==> config.mk <==
export PLATFORM = sky130hd
export DESIGN_NAME = msm_scalar_slicer
export DESIGN_NICKNAME = d
export VERILOG_FILES = /design/src/rtl/msm_scalar_slicer.sv
export SDC_FILE = /design/constraint.sdc
export NUM_CORES = 1
export LEC_CHECK = 0
export CORE_MARGIN = 3
export CORE_UTILIZATION = 53
export CTS_CLUSTER_DIAMETER = 120
export DETAILED_ROUTE_END_ITERATION = 16
export HOLD_SLACK_MARGIN = 0.12
export PLACE_DENSITY = 0.79
export RECOVER_POWER = 100
export SLEW_MARGIN = 20
export SYNTH_ARGS = -nofsm -noshare
export SYNTH_HDL_FRONTEND = slang
export SYNTH_SLANG_ARGS = --single-unit
==> constraint.sdc <==
create_clock -name i_clk -period 3.44 [get_ports i_clk]
set_input_delay 0.516 -clock i_clk [delete_from_list [all_inputs] [get_ports i_clk]]
set_output_delay 0.516 -clock i_clk [all_outputs]
set_load 0.1 [all_outputs]
==> src/rtl/msm_scalar_slicer.sv <==
// Splits each scalar into fixed-width windows and streams one beat per
// non-zero digit toward the Pippenger bucket accumulator.
module msm_scalar_slicer #(
    parameter int DAT_BITS    = 256,
    parameter int WINDOW_BITS = 8,
    parameter int IDX_BITS    = 16,
    localparam int NUM_WIN    = (DAT_BITS + WINDOW_BITS - 1) / WINDOW_BITS,
    localparam int WIN_W      = (NUM_WIN > 1) ? $clog2(NUM_WIN) : 1
) (
    input  logic                   i_clk,
    input  logic                   i_rst_n,
    input  logic                   i_val,
    output logic                   o_rdy,
    input  logic [DAT_BITS-1:0]    i_scalar,
    input  logic [IDX_BITS-1:0]    i_idx,
    input  logic                   i_last,
    output logic                   o_val,
    input  logic                   i_rdy,
    output logic [WIN_W-1:0]       o_win,
    output logic [WINDOW_BITS-1:0] o_digit,
    output logic [IDX_BITS-1:0]    o_idx,
    output logic                   o_last
);

    localparam int PAD_BITS = NUM_WIN * WINDOW_BITS;

    typedef enum logic [1:0] {
        S_RST,
        S_IDLE,
        S_SCAN
    } state_t;

    state_t                 state_q, state_d;
    logic [PAD_BITS-1:0]    scalar_q, scalar_d;
    logic [IDX_BITS-1:0]    idx_q, idx_d;
    logic                   last_q, last_d;
    logic [NUM_WIN-1:0]     mask_q, mask_d;
    logic                   rdy_q, rdy_d;
    logic                   val_q, val_d;
    logic [WIN_W-1:0]       win_q, win_d;
    logic [WINDOW_BITS-1:0] digit_q, digit_d;
    logic [IDX_BITS-1:0]    oidx_q, oidx_d;
    logic                   olast_q, olast_d;

    logic [PAD_BITS-1:0]    in_pad;
    logic [NUM_WIN-1:0]     in_mask;
    logic [WIN_W-1:0]       sel;
    logic [WINDOW_BITS-1:0] sel_digit;
    logic [NUM_WIN-1:0]     mask_clr;
    logic                   out_free;

    // Top window is zero-extended when the scalar width is not a multiple.
    assign in_pad = PAD_BITS'(i_scalar);

    always_comb begin
        in_mask = '0;
        for (int w = 0; w < NUM_WIN; w++) begin
            in_mask[w] = |in_pad[w*WINDOW_BITS +: WINDOW_BITS];
        end
    end

    // Find-first-set: descending scan leaves the lowest set bit in sel.
    always_comb begin
        sel = '0;
        for (int w = NUM_WIN - 1; w >= 0; w--) begin
            if (mask_q[w]) begin
                sel = WIN_W'(w);
            end
        end
    end

    always_comb begin
        sel_digit = '0;
        for (int w = 0; w < NUM_WIN; w++) begin
            if (WIN_W'(w) == sel) begin
                sel_digit = scalar_q[w*WINDOW_BITS +: WINDOW_BITS];
            end
        end
    end

    assign mask_clr = mask_q & ~(NUM_WIN'(1) << sel);
    assign out_free = !val_q || i_rdy;

    always_comb begin
        state_d  = state_q;
        scalar_d = scalar_q;
        idx_d    = idx_q;
        last_d   = last_q;
        mask_d   = mask_q;
        val_d    = val_q && !i_rdy;
        win_d    = win_q;
        digit_d  = digit_q;
        oidx_d   = oidx_q;
        olast_d  = olast_q;
        unique case (state_q)
            S_RST: begin
                state_d = S_IDLE;
            end
            S_IDLE: begin
                if (i_val && rdy_q) begin
                    scalar_d = in_pad;
                    idx_d    = i_idx;
                    last_d   = i_last;
                    mask_d   = in_mask;
                    state_d  = S_SCAN;
                end
            end
            S_SCAN: begin
                if (mask_q == '0) begin
                    // Zero scalar still closes the vector with a no-op beat.
                    if (!last_q) begin
                        state_d = S_IDLE;
                    end else if (out_free) begin
                        val_d   = 1'b1;
                        win_d   = '0;
                        digit_d = '0;
                        oidx_d  = idx_q;
                        olast_d = 1'b1;
                        state_d = S_IDLE;
                    end
                end else if (out_free) begin
                    val_d   = 1'b1;
                    win_d   = sel;
                    digit_d = sel_digit;
                    oidx_d  = idx_q;
                    olast_d = last_q && (mask_clr == '0);
                    mask_d  = mask_clr;
                    if (mask_clr == '0) begin
                        state_d = S_IDLE;
                    end
                end
            end
            default: begin
                state_d = S_RST;
            end
        endcase
        rdy_d = (state_d == S_IDLE);
    end

    always_ff @(posedge i_clk or negedge i_rst_n) begin
        if (!i_rst_n) begin
            state_q  <= S_RST;
            scalar_q <= '0;
            idx_q    <= '0;
            last_q   <= 1'b0;
            mask_q   <= '0;
            rdy_q    <= 1'b0;
            val_q    <= 1'b0;
            win_q    <= '0;
            digit_q  <= '0;
            oidx_q   <= '0;
            olast_q  <= 1'b0;
        end else begin
            state_q  <= state_d;
            scalar_q <= scalar_d;
            idx_q    <= idx_d;
            last_q   <= last_d;
            mask_q   <= mask_d;
            rdy_q    <= rdy_d;
            val_q    <= val_d;
            win_q    <= win_d;
            digit_q  <= digit_d;
            oidx_q   <= oidx_d;
            olast_q  <= olast_d;
        end
    end

    assign o_rdy   = rdy_q;
    assign o_val   = val_q;
    assign o_win   = win_q;
    assign o_digit = digit_q;
    assign o_idx   = oidx_q;
    assign o_last  = olast_q;

endmodule

==> metrics, run 1 <==
Clock Path Buffers=3; Crit. End Element=flip-flop; vias in the first global route=17.94k; fin nets=2,711; initial core utilization=0.5464; GR Util All Layers=0.4155; cells after synthesis=1,948; layout cell share with drive strength beyond 1=0.1658; failing checks=max-capacitance violations, max-slew violations; hold crit path type=flip-flop to flip-flop; clock network power share=0.200; Pleak=11.07 nW; CP Launch Type=flip-flop; die area=33,280 sq um; CTS H-tree depth=2; Worst Skew=0.01962 ns; Int Pwr=0.01174 W; post-route ant nets=0; Worst EP required=3.84 ns; Slew Limit Fails=369; RSZ-0062 raised after global routing=yes; clock buffer count from CTS=36; Fmax achieved=293.5 MHz; most frequent cells in the layout=nand2_1, dfrtp_1, clkdlybuf4s50_1, buf_4, o21ai_0; final WL=70,640 um; vias per cell=6.336; final hold vios=0; PortBufs=308; Ant. Diodes=0; drt first-iter violations=2,300; sequential area share after synthesis=0.5143; VDD IR max=0.6377 mV; Placement Setup Slack=-0.3136 ns; setup violators final=0; flops & latches, synth=339; Die Wd=182.4 um; pwr dens=899.3 nW/um^2; worst setup margin=0.03316 ns; Synth Flop Type=dfrtp_1; CTS tree=yes; reg2reg setup slack=0.03 ns; Slew @ Worst Pin=2.366 ns; final instance area=23,210 sq um; Gate power share=0.435; antenna violations before repair=2; core box area=30,190 sq um; crit-path max FO=8; Synth Warn #=0; EDFF count, synth=0; WL per Instance=24.78 um; first-pass GRT wire length=106,300 um; vias=18.07k; std cell rows=63; critical path arrival=3.81 ns; Reg clk slew, reported paths=0.07 ns; total power=0.02087 W; most common cell after layout, fill and taps aside=nand2_1; max cap viols=3; syn_nets=2,225; Tcrit/Tclk final=0.9904; Clk Tree Root Cell=clkbuf_16; dpl cell area=21,510 sq um; sequential share of power=0.365; Rel. slew slack=-0.5771; post-DP HPWL=52,260 um; Yosys top cell area share=0.5143; routability congestion estimate=1.052; clock sinks=339; drt first pass iters=12; ys async rst share=1.000; Syn-to-layout area delta=40.73%; Synth area leader=dfrtp_1; Die H=182.4 um; Crit Path Category=flip-flop to flip-flop; I/O pin count=309; DRC=0; ranking of synthesized cells by area=dfrtp_1, nand2_1, nor4_1; Net Sw Power=0.009137 W; outcome=finished with violations; total grt overflow=0; synthesized area=16,490 sq um; Worst Hold Slack=0.4768 ns; Syn Area/Cell=8.467 sq um; Sw Share=0.4377; Netlist cell types=83; min Tclk post-route=3.407 ns; Clock Latency Late Sink=0.54 ns; largest net degree at the start of global routing=171
[routing by layer]
metal | track usage | share of wire | up-vias
li1 | - | - | 7716
met1 | 0.5493 | 0.37 | 8732
met2 | 0.6720 | 0.46 | 1340
met3 | 0.09268 | 0.11 | 273
met4 | 0.1636 | 0.053 | 4
met5 | 0 | 0.00030 | -
[synth_stat cells (all sizes together), types with 4 or more instances]
cell	count
nand2	881
dfrtp	339
nor4	79
o21ai	79
clkbuf	78
nor2	61
a21oi	59
a22oi	39
a21o	38
nand3	30
nor3	25
a221oi	22
buf	20
mux2	19
a2111oi	11
a22o	11
inv	11
a31oi	10
nand4	9
a211oi	8
a32oi	8
nor2b	8
o211ai	7
o221ai	7
o22ai	7
or4	7
a221o	6
and3	6
nand2b	6
a222oi	5
or2	5
a31o	4
a32o	4
and4	4
o2111ai	4
[critical path, stage by stage (launching register included)]
cell and delay, ns:
dfrtp_2 0.46, buf_4 0.16, or3_1 0.35, o211ai_1 0.19, buf_4 0.22, nand3_1 0.16
a31oi_2 0.25, buf_6 0.18, nor2_1 0.07, buf_4 0.15, a221o_1 0.38, nor4_4 0.29
buf_4 0.17, o311a_1 0.16, o21ai_1 0.05
[state kept, by name (all words and copies together) (netlist names), 2 cells and up]
name,cells
o_idx,16
o_digit,8
o_win,5
mask_q,32
state_q,2
idx_q,16
scalar_q,256
[final timing paths]
kind	cells after the start	end	start
max in group asynchronous	3	o_idx[12]	i_rst_n
worst max register to register	14	o_digit[7]	mask_q[21]
worst max-delay path	14	o_digit[7]	mask_q[21]
min in group asynchronous	2	scalar_q[17]	i_rst_n
worst min register to register	2	scalar_q[53]	scalar_q[53]
worst min-delay path	2	scalar_q[53]	scalar_q[53]
[power by group through the flow]
stage | sequential, W | combinational (W) | clock (W)
final | 0.00761 | 0.00909 | 0.00417
after global routing | 0.00771 | 0.00968 | 0.00432
after CTS | 0.00746 | 0.00871 | 0.00416
after detailed placement | 0.00746 | 0.00848 | 0
after global placement | 0.00741 | 0.00826 | 0
after floorplan | 0.00783 | 0.00405 | 0
[through the flow]
| step | util | TNS (ns) | cells |
|---|---|---|---|
| floorplan | - | 0 | 1948 |
| global placement | 0.7125 | -1.080 | 2775 |
| detailed placement | 0.7125 | -1.303 | 2775 |
| CTS | 0.7586 | 0 | 2841 |
| global route | 0.7689 | -0.1283 | 2851 |
| finish | 0.7689 | 0 | 2851 |
[repair_timing]
action	in CTS	in global routing
buffers inserted	0	10
pin swaps	2	18
setup endpoints to repair	10	12
hold buffers	1	0
resized for setup	23	64
hold endpoints to repair	84	0
[cells by family after synthesis]
family	share of synthesized area
multiplexers	0.01358
buffers and inverters	0.02693
flip-flops	0.5143
AND/OR/NAND/NOR	0.2925
AO/OA/AOI/OAI	0.1527
[final cells by class]
class / count / area (sq um)
Clock inverter: 12 / 183.9
Timing Repair Buffer: 546 / 4952
Multi-Input combinational cell: 1500 / 7971
Fill cell: 1998 / 6978
Sequential cell: 339 / 8488
Clock buffer: 53 / 1087
Inverter: 11 / 41.29
Tap cell: 390 / 488.0
No activity file was read; power rests on OpenSTA's default activity.
==> inputs of run 2 (changes only) <==
SLEW_MARGIN = 30   (was 20)
==> results of run 2 <==
No change in the layout: final DEF, timing and power equal those of run 1.
